==> config.mk <==
export PLATFORM = sky130hd
export DESIGN_NAME = wb_stage
export DESIGN_NICKNAME = d
export VERILOG_FILES = /design/src/rtl/wb_stage.sv
export SDC_FILE = /design/constraint.sdc
export NUM_CORES = 1
export LEC_CHECK = 0
export ABC_AREA = 1
export CORE_MARGIN = 2
export CORE_UTILIZATION = 35
export DETAILED_ROUTE_END_ITERATION = 12
export SLEW_MARGIN = 20
export SYNTH_ARGS = -nofsm -noshare
export SYNTH_HDL_FRONTEND = slang
export SYNTH_SLANG_ARGS = --single-unit
==> constraint.sdc <==
create_clock -name clk -period 6.66 [get_ports clk]
set_clock_uncertainty 0.2 [all_clocks]
set_input_delay 1.665 -clock clk [delete_from_list [all_inputs] [get_ports clk]]
set_output_delay 1.665 -clock clk [all_outputs]
set_load 0.01 [all_outputs]
==> src/rtl/wb_stage.sv <==
// wb_stage: LC2K write-back stage.
// Picks one of NUM_SRC result buses per instruction and buffers the result
// in a 2-entry elastic FIFO. The FIFO head drives the register-file write
// port. Committed writes go into a short history used for operand
// forwarding to decode, and are counted in retire_cnt.
//
// Handshake semantics (both sides): a transfer happens on a rising edge
// where valid && ready are both high. Valid never depends on ready.
// in_ready is a pure function of the registered fill count, so it updates
// only on clock edges and has no combinational path from out_ready.
//
// Parameter legality (NUM_SRC >= 2, 2**SEL_W >= NUM_SRC, FWD_DEPTH >= 1) is
// the integrator's responsibility. Any select value at or above NUM_SRC is
// handled as an illegal select.
module wb_stage #(
  parameter int DATA_W    = 32,
  parameter int NUM_SRC   = 3,
  parameter int SEL_W     = 2,
  parameter int REG_AW    = 3,
  parameter int FWD_DEPTH = 2,
  parameter int ZERO_REG  = 1,
  parameter int CNT_W     = 16
) (
  input  logic                      clk,
  input  logic                      reset,
  // upstream side
  input  logic                      in_valid,
  output logic                      in_ready,
  input  logic [NUM_SRC*DATA_W-1:0] src_data,
  input  logic [SEL_W-1:0]          src_sel,
  input  logic                      in_we,
  input  logic [REG_AW-1:0]         in_waddr,
  // register-file / commit side
  output logic                      rf_we,
  output logic [REG_AW-1:0]         rf_waddr,
  output logic [DATA_W-1:0]         rf_wdata,
  output logic                      out_valid,
  input  logic                      out_ready,
  // forwarding lookups from decode
  input  logic [REG_AW-1:0]         fwd_addr_a,
  input  logic [REG_AW-1:0]         fwd_addr_b,
  output logic                      fwd_hit_a,
  output logic                      fwd_hit_b,
  output logic [DATA_W-1:0]         fwd_data_a,
  output logic [DATA_W-1:0]         fwd_data_b,
  // status
  output logic                      err_sel,
  output logic [CNT_W-1:0]          retire_cnt
);

  // FIFO storage. Slot 0 is always the head, and slot 1 holds the second
  // entry when the count is 2. A pop shifts slot 1 down.
  logic [1:0]        r_count;
  logic [DATA_W-1:0] r_data  [2];
  logic              r_we    [2];
  logic [REG_AW-1:0] r_waddr [2];

  // Commit history. Index 0 is the newest write.
  logic              r_hist_valid [FWD_DEPTH];
  logic [REG_AW-1:0] r_hist_addr  [FWD_DEPTH];
  logic [DATA_W-1:0] r_hist_data  [FWD_DEPTH];

  logic              r_err_sel;
  logic [CNT_W-1:0]  r_retire_cnt;

  // Handshake and entry-forming wires.
  logic              w_full;
  logic              w_empty;
  logic              w_push;
  logic              w_pop;
  logic              w_commit;
  logic              w_sel_ok;
  logic [DATA_W-1:0] w_sel_data;
  logic              w_zero_dst;
  logic              w_entry_we;
  logic [DATA_W-1:0] w_entry_data;

  assign w_full   = (r_count == 2'd2);
  assign w_empty  = (r_count == 2'd0);
  assign w_push   = in_valid && !w_full;
  assign w_pop    = !w_empty && out_ready;
  // Only pops of writing entries update the history and the retire count.
  assign w_commit = w_pop && r_we[0];

  // Source mux. An out-of-range select leaves w_sel_ok low and the data at zero.
  always_comb begin
    w_sel_ok   = 1'b0;
    w_sel_data = '0;
    for (int k = 0; k < NUM_SRC; k++) begin
      if (32'(src_sel) == k) begin
        w_sel_ok   = 1'b1;
        w_sel_data = src_data[k*DATA_W +: DATA_W];
      end
    end
  end

  // A write to r0 is squashed at entry time when r0 is hardwired to zero.
  assign w_zero_dst   = (ZERO_REG != 0) && (in_waddr == '0);
  assign w_entry_we   = in_we && w_sel_ok && !w_zero_dst;
  assign w_entry_data = w_sel_ok ? w_sel_data : '0;

  // FIFO fill and drain. Push and pop together can only happen at count 1:
  // at count 0 there is nothing to pop, and at count 2 the push is refused.
  always_ff @(posedge clk) begin
    if (reset) begin
      r_count <= 2'd0;
      for (int i = 0; i < 2; i++) begin
        r_data[i]  <= '0;
        r_we[i]    <= 1'b0;
        r_waddr[i] <= '0;
      end
    end else begin
      if (w_push && w_pop) begin
        r_data[0]  <= w_entry_data;
        r_we[0]    <= w_entry_we;
        r_waddr[0] <= in_waddr;
      end else if (w_push) begin
        r_data[r_count[0]]  <= w_entry_data;
        r_we[r_count[0]]    <= w_entry_we;
        r_waddr[r_count[0]] <= in_waddr;
        r_count             <= r_count + 2'd1;
      end else if (w_pop) begin
        r_data[0]  <= r_data[1];
        r_we[0]    <= r_we[1];
        r_waddr[0] <= r_waddr[1];
        r_count    <= r_count - 2'd1;
      end
    end
  end

  // Shift each committed write into the forwarding history, newest at index 0.
  always_ff @(posedge clk) begin
    if (reset) begin
      for (int i = 0; i < FWD_DEPTH; i++) begin
        r_hist_valid[i] <= 1'b0;
        r_hist_addr[i]  <= '0;
        r_hist_data[i]  <= '0;
      end
    end else if (w_commit) begin
      for (int i = FWD_DEPTH - 1; i > 0; i--) begin
        r_hist_valid[i] <= r_hist_valid[i-1];
        r_hist_addr[i]  <= r_hist_addr[i-1];
        r_hist_data[i]  <= r_hist_data[i-1];
      end
      r_hist_valid[0] <= 1'b1;
      r_hist_addr[0]  <= r_waddr[0];
      r_hist_data[0]  <= r_data[0];
    end
  end

  // Sticky illegal-select flag, set by an accepted push with a bad select.
  always_ff @(posedge clk) begin
    if (reset) begin
      r_err_sel <= 1'b0;
    end else if (w_push && !w_sel_ok) begin
      r_err_sel <= 1'b1;
    end
  end

  // Count committed register writes. The counter wraps naturally.
  always_ff @(posedge clk) begin
    if (reset) begin
      r_retire_cnt <= '0;
    end else if (w_commit) begin
      r_retire_cnt <= r_retire_cnt + CNT_W'(1);
    end
  end

  // Port-A lookup. Scan oldest to newest so the newest match wins.
  always_comb begin
    fwd_hit_a  = 1'b0;
    fwd_data_a = '0;
    for (int i = FWD_DEPTH - 1; i >= 0; i--) begin
      if (r_hist_valid[i] && (r_hist_addr[i] == fwd_addr_a)) begin
        fwd_hit_a  = 1'b1;
        fwd_data_a = r_hist_data[i];
      end
    end
    if ((ZERO_REG != 0) && (fwd_addr_a == '0)) begin
      fwd_hit_a  = 1'b0;
      fwd_data_a = '0;
    end
  end

  // Port-B lookup. Same scan as port A.
  always_comb begin
    fwd_hit_b  = 1'b0;
    fwd_data_b = '0;
    for (int i = FWD_DEPTH - 1; i >= 0; i--) begin
      if (r_hist_valid[i] && (r_hist_addr[i] == fwd_addr_b)) begin
        fwd_hit_b  = 1'b1;
        fwd_data_b = r_hist_data[i];
      end
    end
    if ((ZERO_REG != 0) && (fwd_addr_b == '0)) begin
      fwd_hit_b  = 1'b0;
      fwd_data_b = '0;
    end
  end

  // Output ports are driven straight from registered state.
  assign in_ready   = !w_full;
  assign out_valid  = !w_empty;
  assign rf_we      = !w_empty && r_we[0];
  assign rf_waddr   = r_waddr[0];
  assign rf_wdata   = r_data[0];
  assign err_sel    = r_err_sel;
  assign retire_cnt = r_retire_cnt;

endmodule

# Word level (Yosys, flattened, before mapping)
# Memories as Yosys holds them, arrays and structs flattened.
# Index checks and enable logic that the tools add are counted.
# totals
register_bits	19
ram_bits	144
in_bits	112
output_inout_bits	121
wordCells	117
memories	6
# classes
n_addsub	3
eq_ne	7
n_mux	59
bitwise	13
n_reduce_logical	26
# mem_list
memory	words	width	read_ports	rd_clocked_by_memory_dff	wr	line_no	rtl
r_data	2	32	2	0	2	54	logic [DATA_W-1:0] r_data [2];
r_hist_data	2	32	2	0	2	61	logic [DATA_W-1:0] r_hist_data [FWD_DEPTH];
r_hist_addr	2	3	2	0	2	60	logic [REG_AW-1:0] r_hist_addr [FWD_DEPTH];
r_waddr	2	3	2	0	2	56	logic [REG_AW-1:0] r_waddr [2];
r_hist_valid	2	1	2	0	2	59	logic r_hist_valid [FWD_DEPTH];
r_we	2	1	2	0	2	55	logic r_we [2];
# ops
cell	count
$mux W32	15
$mux W1	37
$reduce_or A32 Y1	1
$add A16 B1 Y16 const B	1
$mux W3	5
$eq A3 B3 Y1	4
$logic_and A1 B1 Y1	12
$or A1 B1 Y1	12
$logic_not A3 Y1	3
$eq A2 B2 Y1 const B	2
$logic_not A1 Y1	4
$logic_not A2 Y1	2
$mux W2	2
$reduce_or A3 Y1	1
$add A2 B1 Y2 const B	1
$eq A2 B1 Y1 const B	1
$reduce_and A2 Y1	1
$reduce_bool A2 Y1	1
$sub A2 B1 Y2 const B	1
$not A1 Y1	1
$reduce_or A1 Y1	1

# Logic depth before layout (Yosys ltp)
# Gate-level depths: netlist of run 1.
# depth
word_depth	10
depth_mapped	15

# Worst setup path after synthesis of run 1
# OpenSTA, ideal clock, no wires.
# synth_timing
path_kind	input to output
startpoint	in fwd_addr_b[2]
endpoint	out fwd_data_b[10]
t_arrival_ps	2644
required_time_ps	4795
setup_slack_ps	2151
path_stages	7
path_buffers	1
path_cell_list	or2_1 > a21oi_2 > nand2_4 > nand2_2 > nand2_4 > buf_6 > nor2_1
# synth_via
elab_chain_cells	5
elab_cells_between_ends	8
cone_classes	eq/ne: 2; mux: 3; reduce/logical: 3
# synth_rtl
element	line_no	rtl
from (decl)	41	input logic [REG_AW-1:0] fwd_addr_b,
$eq A3 B3 Y1	190	if (r_hist_valid[i] && (r_hist_addr[i] == fwd_addr_b)) begin
$logic_and A1 B1 Y1	190	
$mux W32 (2 in series)	190	
$mux W32 (*)	195	if ((ZERO_REG != 0) && (fwd_addr_b == '0)) begin
to (decl)	45	output logic [DATA_W-1:0] fwd_data_b,
# Mark *: on every way between the ends. The rest lies on a longest branch, timed or not.

# Worst setup path in the final report of run 1
# layout_timing
startpoint	in fwd_addr_b[2]
endpoint	out fwd_data_b[25]
# Same word-level chain as after synthesis.

==> results of run 1 <==
[final cells by class]
class	count	area (µm²)
Fill cell	2441	12600
Sequential cell	163	4700
Multi-Input combinational cell	710	3140
Timing Repair Buffer	239	2390
Inverter	183	689
Clock buffer	19	433
Tap cell	324	405
Clock inverter	13	98.8
[flip-flops by register name (all words and copies together) (netlist names), 2 cells and up]
name / count
r_waddr: 6
r_hist_data: 64
r_hist_addr: 6
r_we: 2
r_count: 2
retire_cnt: 16
r_data: 64
r_hist_valid: 2
[power groups by stage]
stage	Combinational (µW)	Sequential, µW	Clock [µW]
after global routing	781	1380	949
after CTS	714	1370	912
after global placement	703	1390	0
final	701	1370	892
after detailed placement	711	1390	0
after floorplan	356	1380	0
[per-stage QoR]
step | worst slack, ps | util [%] | cell area, µm² | hold slack [ps] | cells
after floorplan | 2150 | - | 8780 | 303 | 1104
after global placement | 828 | 46.3 | 11300 | 250 | 1619
after detailed placement | 755 | 46.3 | 11300 | 259 | 1619
after CTS | 754 | 48.5 | 11900 | 289 | 1651
after global routing | 624 | 48.5 | 11900 | 339 | 1651
final | 807 | 48.5 | 11900 | 283 | 1651
[layout by cell type (no fill, tap or decap), types with 7 or more instances in the layout]
cell | netlist | layout
clkbuf_16 | 0 | 17
a21oi_1 | 38 | 38
nor3_1 | 9 | 9
nor2_1 | 173 | 172
nand2_1 | 324 | 321
inv_1 | 176 | 175
nand3_1 | 37 | 37
inv_2 | 6 | 7
nand4_1 | 8 | 8
dfxtp_1 | 19 | 19
clkdlybuf4s50_1 | 0 | 232
edfxtp_1 | 144 | 144
o21ai_0 | 68 | 68
o21ai_1 | 7 | 7
[kinds of logic (layout without fill, tap and decap cells)]
logic type,after synthesis,count (layout),synth area share (%)
simple gates,569,569,26.2
compound gates,130,130,8.03
xor+xnor,7,7,0.699
flops,163,163,53.6
buf+inv,231,454,10.9
fa+ha+maj,4,4,0.570
[worst paths after layout]
check,to,slack [ps]
setup / recovery,fwd_data_b[25],810
hold / removal,err_sel$_SDFFE_PP0P_,280
setup reg to reg,r_waddr[0][2]$_SDFFCE_PN0P_,3320
hold reg to reg,err_sel$_SDFFE_PP0P_,280
[worst max-delay path, stage by stage]
cell and delay [ps]:
clkdlybuf4s50_1 460, or2_1 240, a21oi_2 220, nand2_4 270
nand2_2 180, nand2_4 200, nor2_1 170, clkdlybuf4s50_1 560
[metal layers]
layer / up-vias / global-route usage, %
met5: - / 0
met4: 0 / 4.83
met3: 20 / 3.21
met2: 191 / 28.8
met1: 3270 / 24.3
li1: 3886 / -
==> summary.md, run 1 <==
| Metric | Value |
|---|---|
| Internal power | `roughly 2100 µW` |
| Final Max Tran Viols | `0` |
| Vias per cell | `4.46` |
| Comb pwr share | `a little under a quarter` |
| Min-delay src | `err_sel$_SDFFE_PP0P_` |
| TritonCTS buffer count | `17` |
| Clk_lat worst skew | `about 420 ps` |
| DR pass1 iterations | `6` |
| Final hold viol count | `0` |
| Sequential cell fraction of total power | `between 40% and 50%` |
| Pwr dens | `roughly 250 nW/µm²` |
| Die X | `approximately 160 µm` |
| Status | `finished, final reports clean` |
| Final Wtd Congestion | `roughly 0.83` |
| Switching Share | `slightly above 30%` |
| Register area share after synthesis | `around 54%` |
| Critical path required time | `between 4000 and 5000 ps` |
| Initial DRC count | `about 500` |
| CTS sink count | `163` |
| Worst-path fanout max | `42` |
| Core Box Area | `roughly 24,000 µm²` |
| Ports | `roughly 230` |
| Max Clock Freq | `between 150 and 200 MHz` |
| Worst slew pin tran | `a little under 1000 ps` |
| Post-synth top cells | `324 x nand2_1, 176 x inv_1, 173 x nor2_1` |
| Area grow syn2layout | `35.1%` |
| Crit end category | `output pin` |
| Crit Path Category | `in2out` |
| Syn Inst Count | `approximately 1,100` |
| DRT met1 WL | `between 10 and 15 mm` |
| Seq cells post-synth | `around 160` |
| Die H | `about 160 µm` |
| H-tree levels | `4` |
| HPWL after DPL | `16.5 mm` |
| Met3 WL | `1.12 mm` |
| # nets final | `between 1,000 and 1,500` |
| Psw | `between 900 and 1000 µW` |
| Post_cts resized | `0` |
| Num rows | `57` |
| RSZ-0062 raised after global routing | `false` |
| Clock power share | `a little under a third` |
| CP arrival | `3990 ps` |
| Max IR drop VDD | `between 100 and 150 µV` |
| CP Launch Type | `input port` |
| PortBufs | `~230` |
| Top Layer Used | `met4` |
| DR vias | `7,367` |
| Ys Warns | `0` |
| R2R depth | `11` |
| Top FF cell, synth | `edfxtp_1` |
| Fin crit share | `a little under 90%` |
| Final wirelength | `23.2 mm` |
| Syn Nets | `roughly 1,200` |
| Synth top area cells | `edfxtp_1 49%, nand2_1 14%, inv_1 7.5%` |
| Max_cap viols | `0` |
| # diodes | `0` |
| Power, Total | `2960 µW` |
| # hold bufs at CTS | `0` |
| WL per Instance | `about 14 µm` |
| Setup violations, final | `0` |
| Tot GR Track Use | `between 10% and 20%` |
| Synth unique cells | `between 40 and 50` |
| CTS max path bufs | `2` |
| First-pass GRT wire length | `~36 mm` |
| Rel. slew slack | `around 34%` |
| Die area | `26,400 µm²` |
| Wire length on met2 | `10.8 mm` |
| Worst Hold Depth | `1` |
| Vias in the first global route | `between 6,000 and 7,000` |
| Origin of the worst setup path | `fwd_addr_b[2]` |
| Synth Cell Area | `around 9000 µm²` |
| Reg2reg start | `r_count[0]$_SDFFE_PP0P_` |
| Pin count of the biggest net entering global routing | `between 70 and 80` |
| GR Overflow Total | `0` |
| CTS root buffer | `clkbuf_16` |
| CTS tree | `done` |
| Post-CTS setup buffers | `0` |
| Post-synth EDFFs | `about 140` |
| Final ANT Viol Nets | `0` |
| Synth top area share | `between 40% and 50%` |
| Initial antenna violation count | `0` |
| Initial core utilization | `~36%` |
| Worst-path clk slew | `70 ps` |
| Async SR Flop Fraction | `0%` |
| DRC Markers | `0` |
| Count leader, synth | `nand2_1` |
| Synthesized area per cell | `around 7.9 µm²` |
| Dominant cell type by area after synthesis | `edfxtp_1` |
| Min-Delay Path Class | `reg2reg` |
| Setup TNS | `0 ps` |
| Fraction of layout instances using a drive strength above 1 | `around 4.7%` |
| Final min period | `approximately 5900 ps` |
| Leakage | `approximately 0.0052 µW` |
No activity file was read; power rests on OpenSTA's default activity.
==> run 2, diff against run 1 <==
--- a/config.mk
+++ b/config.mk
@@ -9,6 +9,7 @@
 export CORE_MARGIN = 2
 export CORE_UTILIZATION = 35
 export DETAILED_ROUTE_END_ITERATION = 12
+export DONT_BUFFER_PORTS = 1
 export SLEW_MARGIN = 20
 export SYNTH_ARGS = -nofsm -noshare
 export SYNTH_HDL_FRONTEND = slang
==> summary.md, run 2 (same netlist as run 1, synthesis figures left out) <==
| Metric | Value |
|---|---|
| Status | `finished, final reports clean` |
| Die H | `162 µm` |
| Tot GR Track Use | `16.3%` |
| Sequential Area | `4700 µm²` |
| CTS sink count | `roughly 160` |
| Final min period | `about 5000 ps` |
| Clk_lat worst skew | `roughly 420 ps` |
| CP Launch Type | `input port` |
| Final Max Tran Viols | `0` |
| Die area | `between 20,000 and 30,000 µm²` |
| GR Overflow Total | `0` |
| Core Box Area | `roughly 24,000 µm²` |
| Max_cap viols | `0` |
| CTS root buffer | `clkbuf_16` |
| Multi-input logic area | `3140 µm²` |
| Final ANT Viol Nets | `0` |
| Area grow syn2layout | `9.21%` |
| Pin count of the biggest net entering global routing | `74` |
| Num rows | `57` |
| Initial antenna violation count | `0` |
| M1 GR Usage | `between 20 and 25%` |
| WL per Instance | `roughly 15 µm` |
| DR vias | `about 6,600` |
| Worst Hold Depth | `2` |
| # nets final | `approximately 1,200` |
| Rel. slew slack | `between 30% and 40%` |
| Setup WS post-layout | `about 1600 ps` |
| Post-CTS setup buffers | `0` |
| Max IR drop VDD | `roughly 140 µV` |
| Min-delay src | `r_count[0]$_SDFFE_PP0P_` |
| CP cell instances | `or2_1 -> a21oi_2 -> nand2_4 -> nand2_2 -> nand2_4 -> nor2_1` |
| Final Cell Area | `9580 µm²` |
| Slowest cell on the critical path | `nand2_4` |
| Worst path max stage delay | `330 ps` |
| Min-Delay Path Class | `reg2reg` |
| R2R Path End | `r_data[1][11]$_SDFFCE_PN0P_` |
| Commonest non-fill, non-tap cell in the layout | `nand2_1` |
| Vias in the first global route | `slightly above 6,000` |
| FILL cells | `approximately 2,500` |
| DR pass1 iterations | `5` |
| Initial core utilization | `between 30% and 40%` |
| Vias per cell | `between 4 and 5` |
| Critical path required time | `~4800 ps` |
| DRC Markers | `0` |
| Die X | `roughly 160 µm` |
| GRT busiest layer | `met2` |
| Hold Path End | `r_count[0]$_SDFFE_PP0P_` |
| CTS max path bufs | `2` |
| Area after DPL | `8970 µm²` |
| Most frequent cells in the layout | `320 x nand2_1, 175 x inv_1, 172 x nor2_1` |
| Initial DRC count | `410` |
| Final core utilization | `between 30% and 40%` |
| Fin crit share | `75.5%` |
| Fraction of layout instances using a drive strength above 1 | `approximately 5.8%` |
| Reg2reg start | `r_count[0]$_SDFFE_PP0P_` |
| Ports | `~230` |
| Pwr dens | `a little under 300 nW/µm²` |
| Met2 Use GR | `25.8%` |
| Crit end category | `output pin` |
| Cell mode on critical path | `nand2_4` |
| M3 GR Usage | `3.67%` |
| CTS tree | `done` |
| R2r setup slk | `about 3500 ps` |
| HPWL after DPL | `15.1 mm` |
| Worst-path clk slew | `70 ps` |
| Final wirelength | `between 20 and 25 mm` |
| CP arrival | `approximately 3200 ps` |
| Setup violations, final | `0` |
| Leakage | `approximately 0.0043 µW` |
| First-pass GRT wire length | `~33 mm` |
| Worst slew pin tran | `~1000 ps` |
| H-tree levels | `4` |
| # diodes | `0` |
| Post-place setup slack | `about 1500 ps` |
| Crit Path Category | `in2out` |
| TritonCTS buffer count | `17` |
| Setup TNS | `0 ps` |
| PortBufs | `0` |
| Worst-path fanout max | `between 60 and 70` |
| Max Clock Freq | `around 200 MHz` |
| R2R depth | `11` |
| Final Wtd Congestion | `about 0.8` |
| Post_cts resized | `0` |
| # hold bufs at CTS | `0` |
| RSZ-0062 raised after global routing | `false` |
| Final hold viol count | `0` |
[run 2: power breakdown]
| group | switching (µW) | total [µW] | internal (µW) |
|---|---|---|---|
| clock network | 473 | 982 | 509 |
| logic | 335 | 450 | 115 |
| registers | 124 | 1400 | 1280 |
[run 2: layer usage]
metal / vias up / wire length (µm)
met2: 177 / 9730
met3: 17 / 1250
met1: 3023 / 10200
li1: 3420 / -
met4: 0 / 282
met5: - / 0
[run 2: worst max path at each step]
stage / startpoint / to / slack, ps / cells after the start
2_1_floorplan: fwd_addr_b[2] / fwd_data_b[10] / 2150 / 7
3_3_place_gp: fwd_addr_a[2] / fwd_data_a[24] / 1620 / 6
3_5_place_dp: fwd_addr_a[2] / fwd_data_a[28] / 1520 / 6
4_1_cts: fwd_addr_a[2] / fwd_data_a[28] / 1520 / 6
5_1_grt: fwd_addr_b[2] / fwd_data_b[23] / 1480 / 6
6_report: fwd_addr_b[2] / fwd_data_b[18] / 1630 / 6
[run 2: cell type report]
type | instances | area share [%]
clock inverter | 15 | 1.93
sequential | 163 | 49.1
timing repair buffer | 4 | 0.313
tap | 324 | 4.23
multi-input combinational | 710 | 32.8
inverter | 183 | 7.19
clock buffer | 17 | 4.44
[run 2: stage by stage]
step	hold slack, ps	power [µW]	instances
3_3_place_gp	335	1880	1384
5_1_grt	384	2990	1416
3_5_place_dp	340	1890	1384
4_1_cts	350	2880	1416
6_report	353	2840	1416
2_1_floorplan	303	1730	1104
[run 2: critical path: cells and delay by family]
kind	cells	cell delay [ps]
AOI/OAI and AO/OA	1	220
and+or+nand+nor	5	1240
